--- config.mk ---
export PLATFORM = sky130hd
export DESIGN_NAME = adc_scan_ctrl
export DESIGN_NICKNAME = d
export VERILOG_FILES = /design/src/rtl/adc_scan_ctrl.sv
export SDC_FILE = /design/constraint.sdc
export NUM_CORES = 1
export LEC_CHECK = 0
export BUFFER_PORTS_ARGS = -buffer_cell sky130_fd_sc_hd__buf_2
export CORE_MARGIN = 1
export CORE_UTILIZATION = 50
export CTS_BUF_LIST = sky130_fd_sc_hd__clkbuf_8
export DETAILED_ROUTE_END_ITERATION = 12
export PLACE_DENSITY = 0.78
export RECOVER_POWER = 100
export SLEW_MARGIN = 10
export SYNTH_ARGS = -nofsm -noshare
export SYNTH_HDL_FRONTEND = slang
export SYNTH_SLANG_ARGS = --single-unit
--- constraint.sdc ---
create_clock -name clk -period 5.6 [get_ports clk]
set_input_delay 0.28 -clock clk [delete_from_list [all_inputs] [get_ports clk]]
set_output_delay 0.28 -clock clk [all_outputs]
set_load 0.01 [all_outputs]
--- src/rtl/adc_scan_ctrl.sv ---
// Scan sequencer in front of the SPI ADC interface: a sample-rate timer
// kicks off a scan of the enabled channels (lowest first), each result is
// stored in an 8-entry register file and strobed out, and scan overruns and
// stuck conversions are flagged.
module adc_scan_ctrl #(
    parameter int unsigned SAMPLE_DIV = 5000,
    parameter int unsigned TIMEOUT    = 4095
) (
    input  logic        clk,
    input  logic        rst_n,
    input  logic        en,
    input  logic [7:0]  ch_mask,
    output logic        start_cnv,
    output logic [2:0]  adc_channel,
    input  logic [11:0] adc_result,
    input  logic        cnv_complete,
    output logic        sample_valid,
    output logic [2:0]  sample_ch,
    output logic [11:0] sample_data,
    input  logic [2:0]  rd_ch,
    output logic [11:0] rd_data,
    output logic        busy,
    output logic        scan_done,
    output logic        overrun,
    output logic        timeout_err,
    input  logic        clr_flags
);

    localparam int unsigned TW = (SAMPLE_DIV > 2) ? $clog2(SAMPLE_DIV) : 1;
    localparam int unsigned OW = $clog2(TIMEOUT + 1);

    typedef enum logic [2:0] {IDLE, SELECT, ISSUE, WAIT, STORE} state_t;

    state_t        state, state_nx;
    logic [TW-1:0] tick_cnt;
    logic          tick;
    logic [7:0]    pending;
    logic [2:0]    cur_ch;
    logic [2:0]    low_ch;
    logic [OW-1:0] to_cnt;
    logic          wait_armed;
    logic          cnv_seen;
    logic          to_expire;
    logic          last_ch;
    logic [11:0]   regfile [8];

    assign tick        = en && (tick_cnt == TW'(SAMPLE_DIV - 1));
    assign adc_channel = cur_ch;
    // The first WAIT cycle ignores cnv_complete so a stale level cannot end the wait.
    assign cnv_seen    = (state == WAIT) && wait_armed && cnv_complete;
    // A completion seen in the same cycle as the timeout takes priority.
    assign to_expire   = (state == WAIT) && (to_cnt == OW'(TIMEOUT - 1)) && !cnv_seen;
    assign last_ch     = (pending == '0) || !en;

    // Sample-rate timer: free-runs while enabled, held at zero otherwise.
    always_ff @(posedge clk or negedge rst_n) begin
        if (!rst_n)             tick_cnt <= '0;
        else if (!en || tick)   tick_cnt <= '0;
        else                    tick_cnt <= tick_cnt + 1'b1;
    end

    // Lowest pending channel, picked in SELECT.
    always_comb begin
        low_ch = '0;
        for (int unsigned i = 8; i > 0; i--) begin
            if (pending[i-1]) low_ch = 3'(i - 1);
        end
    end

    // State register.
    always_ff @(posedge clk or negedge rst_n) begin
        if (!rst_n) state <= IDLE;
        else        state <= state_nx;
    end

    // Next-state logic.
    always_comb begin
        state_nx = state;
        case (state)
            IDLE:    if (tick && ch_mask != '0) state_nx = SELECT;
            SELECT:  state_nx = ISSUE;
            ISSUE:   state_nx = WAIT;
            WAIT: begin
                if (cnv_seen)       state_nx = STORE;
                else if (to_expire) state_nx = last_ch ? IDLE : SELECT;
            end
            STORE:   state_nx = last_ch ? IDLE : SELECT;
            default: state_nx = IDLE;
        endcase
    end

    // Scan bookkeeping: channel snapshot, current channel, timeout counter.
    always_ff @(posedge clk or negedge rst_n) begin
        if (!rst_n) begin
            pending    <= '0;
            cur_ch     <= '0;
            to_cnt     <= '0;
            wait_armed <= 1'b0;
        end else begin
            case (state)
                IDLE: if (tick && ch_mask != '0) pending <= ch_mask;
                SELECT: begin
                    cur_ch          <= low_ch;
                    pending[low_ch] <= 1'b0;
                end
                ISSUE: begin
                    to_cnt     <= '0;
                    wait_armed <= 1'b0;
                end
                WAIT: begin
                    to_cnt     <= to_cnt + 1'b1;
                    wait_armed <= 1'b1;
                    if (to_expire && last_ch) pending <= '0;
                end
                STORE: if (last_ch) pending <= '0;
                default: ;
            endcase
        end
    end

    // Result register file, written once per completed conversion.
    always_ff @(posedge clk or negedge rst_n) begin
        if (!rst_n) begin
            for (int unsigned i = 0; i < 8; i++) regfile[i] <= '0;
        end else if (state == STORE) begin
            regfile[cur_ch] <= adc_result;
        end
    end

    // Sticky error flags; a set event beats a simultaneous clear.
    always_ff @(posedge clk or negedge rst_n) begin
        if (!rst_n) begin
            overrun     <= 1'b0;
            timeout_err <= 1'b0;
        end else begin
            if (tick && state != IDLE) overrun <= 1'b1;
            else if (clr_flags)        overrun <= 1'b0;
            if (to_expire)             timeout_err <= 1'b1;
            else if (clr_flags)        timeout_err <= 1'b0;
        end
    end

    // Outputs decoded from state; rd_data bypasses the write in STORE.
    always_comb begin
        start_cnv    = (state == ISSUE);
        busy         = (state != IDLE);
        sample_valid = (state == STORE);
        sample_ch    = (state == STORE) ? cur_ch : '0;
        sample_data  = (state == STORE) ? adc_result : '0;
        scan_done    = ((state == STORE) || to_expire) && last_ch;
        rd_data      = regfile[rd_ch];
        if (state == STORE && rd_ch == cur_ch) rd_data = adc_result;
    end

endmodule

==> impl_results.md <==
- Maximum number of pins on one net before global-route repair: 84
- Worst-case hold slack: 0.0185 ns
- Violated checks: capacitance limit, slew limit
- Reg2reg setup slack: 2.65 ns
- Nets@finish: about 640
- Total routing resource utilization after global routing: around 22%
- Met3 usage in global routing: 5.74%
- Count of flip-flops with a built-in enable after synthesis: 0
- Count of instances resized after the clock tree is built: 0
- Pre-CTS setup slack: around 2.4 ns
- Minimum clock period: between 3 and 4 ns
- Num CTS Buffers: 17
- Arrival time of the worst setup path: between 3 and 4 ns
- Horiz. Die Dim: around 120 um
- Slew at the pin closest to its max-slew limit: roughly 2.9 ns
- Final RePlAce weighted congestion: roughly 0.85
- Cell type contributing the most total cell area after synthesis: dfrtp_1
- Worst hold path type: in2async
- Area of the mapped netlist: a little under 7000 sq um
- Critical path startpoint category: flop
- Share of the cycle needed by the critical path after routing: ~68%
- Fraction of layout cells with a size suffix above 1: slightly below 30%
- Top area cells in the synthesized netlist: dfrtp_1 51%, mux2_2 16%, mux4_2 7.9%, nor2_1 2.4%, nand2_1 2.0%
- Synth unique cells: 48
- Post-synthesis sequential element count: between 100 and 150
- Power density over cell area: about 370 nW/um^2
- Antenna violations before repair: 0
- Layout Skew: 0.0119 ns
- Max_cap viols: 1
- Die footprint: roughly 14000 sq um
- Deepest clock path buffer count: 2
- Top-area cell type share of the netlist area: around 51%
- Post-CTS Setup Bufs: 0
- Global Route met2 Usage: between 30 and 40%
- Worst EP required: between 5 and 6 ns
- Total area of multi-input combinational cells: a little over 3000 sq um
- GR Layer Usage met1: a little under a third
- Cell Rows: 42
- Die Height: approximately 120 um
- Gate count after technology mapping: roughly 560
- Synthesized area per cell: between 10 and 15 sq um
- Number of antenna-violating nets in the routed design: 0
- First-pass GRT wire length: between 20000 and 25000 um
- Sum of net half-perimeters after detailed placement: approximately 9400 um
- Drt first pass iters: 5
- Setup repair after global routing missed its margin: false
- I/O pin count: 64
- Clock Tree Root: clkbuf_8
- Placed standard-cell area: 7170 sq um
- Type of element capturing the critical path: primary output
- Worst supply voltage drop on vdd: around 0.24 mV
- Area growth from synthesis to layout: 10.0%
- Post-synth top flop: dfrtp_1
- Clock insertion delay at the later pin of the skew report: between 0.4 and 0.5 ns
- Fill cell instance count of the final layout: 1108
- Initial core utilization: about 50%
- Final Hold Viols: 0
- Clock tree from TritonCTS: built
- Via count normalized by instance count: around 5.8
- DRC violation total after the first TritonRoute iteration: roughly 310
- Vias in the first global route: between 4000 and 5000
- CTS clk-pin slew, worst paths: 0.07 ns
- Post-synthesis net count: about 600
- Count of input and output buffers: 63
- Core region area: around 13000 sq um
- Remaining global-route overflow: 0
- Headroom to the max-slew limit: -91.0%
- Standby leakage power: about 3.3 nW
- Global-route layer with the greatest usage: met2
- R2R depth: 4
- Number of clock sinks: ~140
- H-tree Lvls: 4
- Antenna Diode Count: 0
- Count of final max-slew check failures: 57
- Async set-or-reset flop fraction in the synthesized netlist: 100%
- Critical Path Fanout Max: 24
- Worst R2R Start: state[0]
- Routed via count: approximately 4600
- Final critical-path setup slack: between 1.5 and 2 ns
- Worst reg2reg path endpoint: regfile[5]
- Sum of routed wire length over all layers: about 15000 um
- FF+latch area: about 3500 sq um
- WS Path Type: reg2out
- Number of design rule violations left after detail routing: 0
- Highest clock rate: approximately 260 MHz
- Final standard cell utilization of the core: between 50% and 60%
- Warnings, synthesis: 0
- Final cell area excluding filler cells: 7500 sq um
- CTS Hold Bufs: 0
- Routed wire length per instance: between 15 and 20 um
- Share of the yosys chip area belonging to registers: between 50% and 60%
- Setup violation total in the final timing report: 0
- Status: complete, but fails checks
- Summed negative setup slack over all endpoints: 0 ns
==> cells in the final DEF (no fill, tap or decap), types with 5 or more instances in the layout <==
cell | Yosys | layout
clkinv_2 | 0 | 5
clkbuf_8 | 0 | 19
a21oi_1 | 23 | 23
dfrtp_1 | 138 | 138
inv_1 | 13 | 14
nor3_1 | 12 | 12
buf_2 | 21 | 26
nand3_1 | 16 | 16
mux4_2 | 24 | 24
xnor2_1 | 10 | 10
o31ai_1 | 5 | 5
o21ai_0 | 17 | 17
nor2_1 | 44 | 44
nand2_1 | 36 | 37
mux2_2 | 97 | 97
mux2i_1 | 13 | 13
clkbuf_1 | 11 | 37
nand4_1 | 5 | 5
and3_1 | 21 | 21
==> flip-flops by register name (all words and copies together), names as in the netlist <==
signal       flops
adc_channel      3
overrun          1
pending          8
regfile         96
state            3
tick_cnt        13
timeout_err      1
to_cnt          12
wait_armed       1
==> worst max-delay path: stages, from the launching register on <==
cell	delay, ns
dfrtp_1	0.83
or3b_2	0.55
inv_1	0.15
nand4_1	0.88
a21oi_1	0.46
clkbuf_1	0.18
==> cells in the mapped netlist, types with 2 or more instances <==
cell type and count:
mux2_2 97, o31ai_1 5, clkbuf_1 11, nor3_1 12, o211ai_1 2, buf_2 21
ha_1 3, nand4_1 5, a22o_1 4, buf_1 6, nor2_1 44, or3_1 4
mux2i_1 13, and3_1 21, inv_1 13, o21ai_0 17, a21oi_1 23, nor2b_1 2
buf_4 2, nand2b_1 4, dfrtp_1 138, a32oi_1 4, mux4_2 24, xnor2_1 10
xor2_1 4, nand3_1 16, nor4_1 3, nand2_1 36
==> worst max-delay path by stage <==
stage                  start           to  slack [ns]  depth (start not counted)
finish              state[2]   rd_data[1]        1.81                          5
global route           rst_n  regfile[24]        1.53                          2
CTS                 state[2]   rd_data[1]        1.84                          5
detailed placement  state[2]   rd_data[1]        2.35                          5
global placement    state[2]   rd_data[0]        2.52                          6
floorplan           state[1]  rd_data[10]        3.64                          5
==> metal layers <==
| metal | part of all wire (%) | wire [um] |
|---|---|---|
| met5 | 0 | 0 |
| met4 | 1.5 | 220 |
| met3 | 5.1 | 736 |
| met2 | 47 | 6890 |
| met1 | 46 | 6720 |
==> area by class of cell <==
| type | count | share of cell area, % |
|---|---|---|
| clock buffer | 19 | 3.49 |
| clock inverter | 13 | 2.02 |
| inverter | 13 | 0.650 |
| multi-input combinational | 372 | 41.2 |
| sequential | 138 | 46.0 |
| tap | 176 | 2.93 |
| timing repair buffer | 64 | 3.69 |
==> metrics by stage <==
stage	instances	power (mW)
after global routing	795	2.91
final	795	2.76
after detailed placement	763	1.96
after CTS	795	2.79
after floorplan	564	1.77
after global placement	763	1.92
==> logic make-up after synthesis <==
| logic type | after synthesis | share of synthesized area, % |
|---|---|---|
| AND/OR/NAND/NOR | 157 | 11.6 |
| flip-flops | 138 | 50.6 |
| multiplexers | 135 | 26.1 |
| AO/OA/AOI/OAI | 63 | 5.82 |
| buffers and inverters | 54 | 3.58 |
| XOR/XNOR | 14 | 1.80 |
| adder cells (fa/ha/maj) | 3 | 0.550 |
==> where the power goes <==
| group | switching (mW) | internal (mW) | total, mW |
|---|---|---|---|
| logic | 0.308 | 0.291 | 0.599 |
| registers | 0.146 | 1.18 | 1.33 |
| clock network | 0.376 | 0.459 | 0.835 |
(Power assumes the default switching activity.)
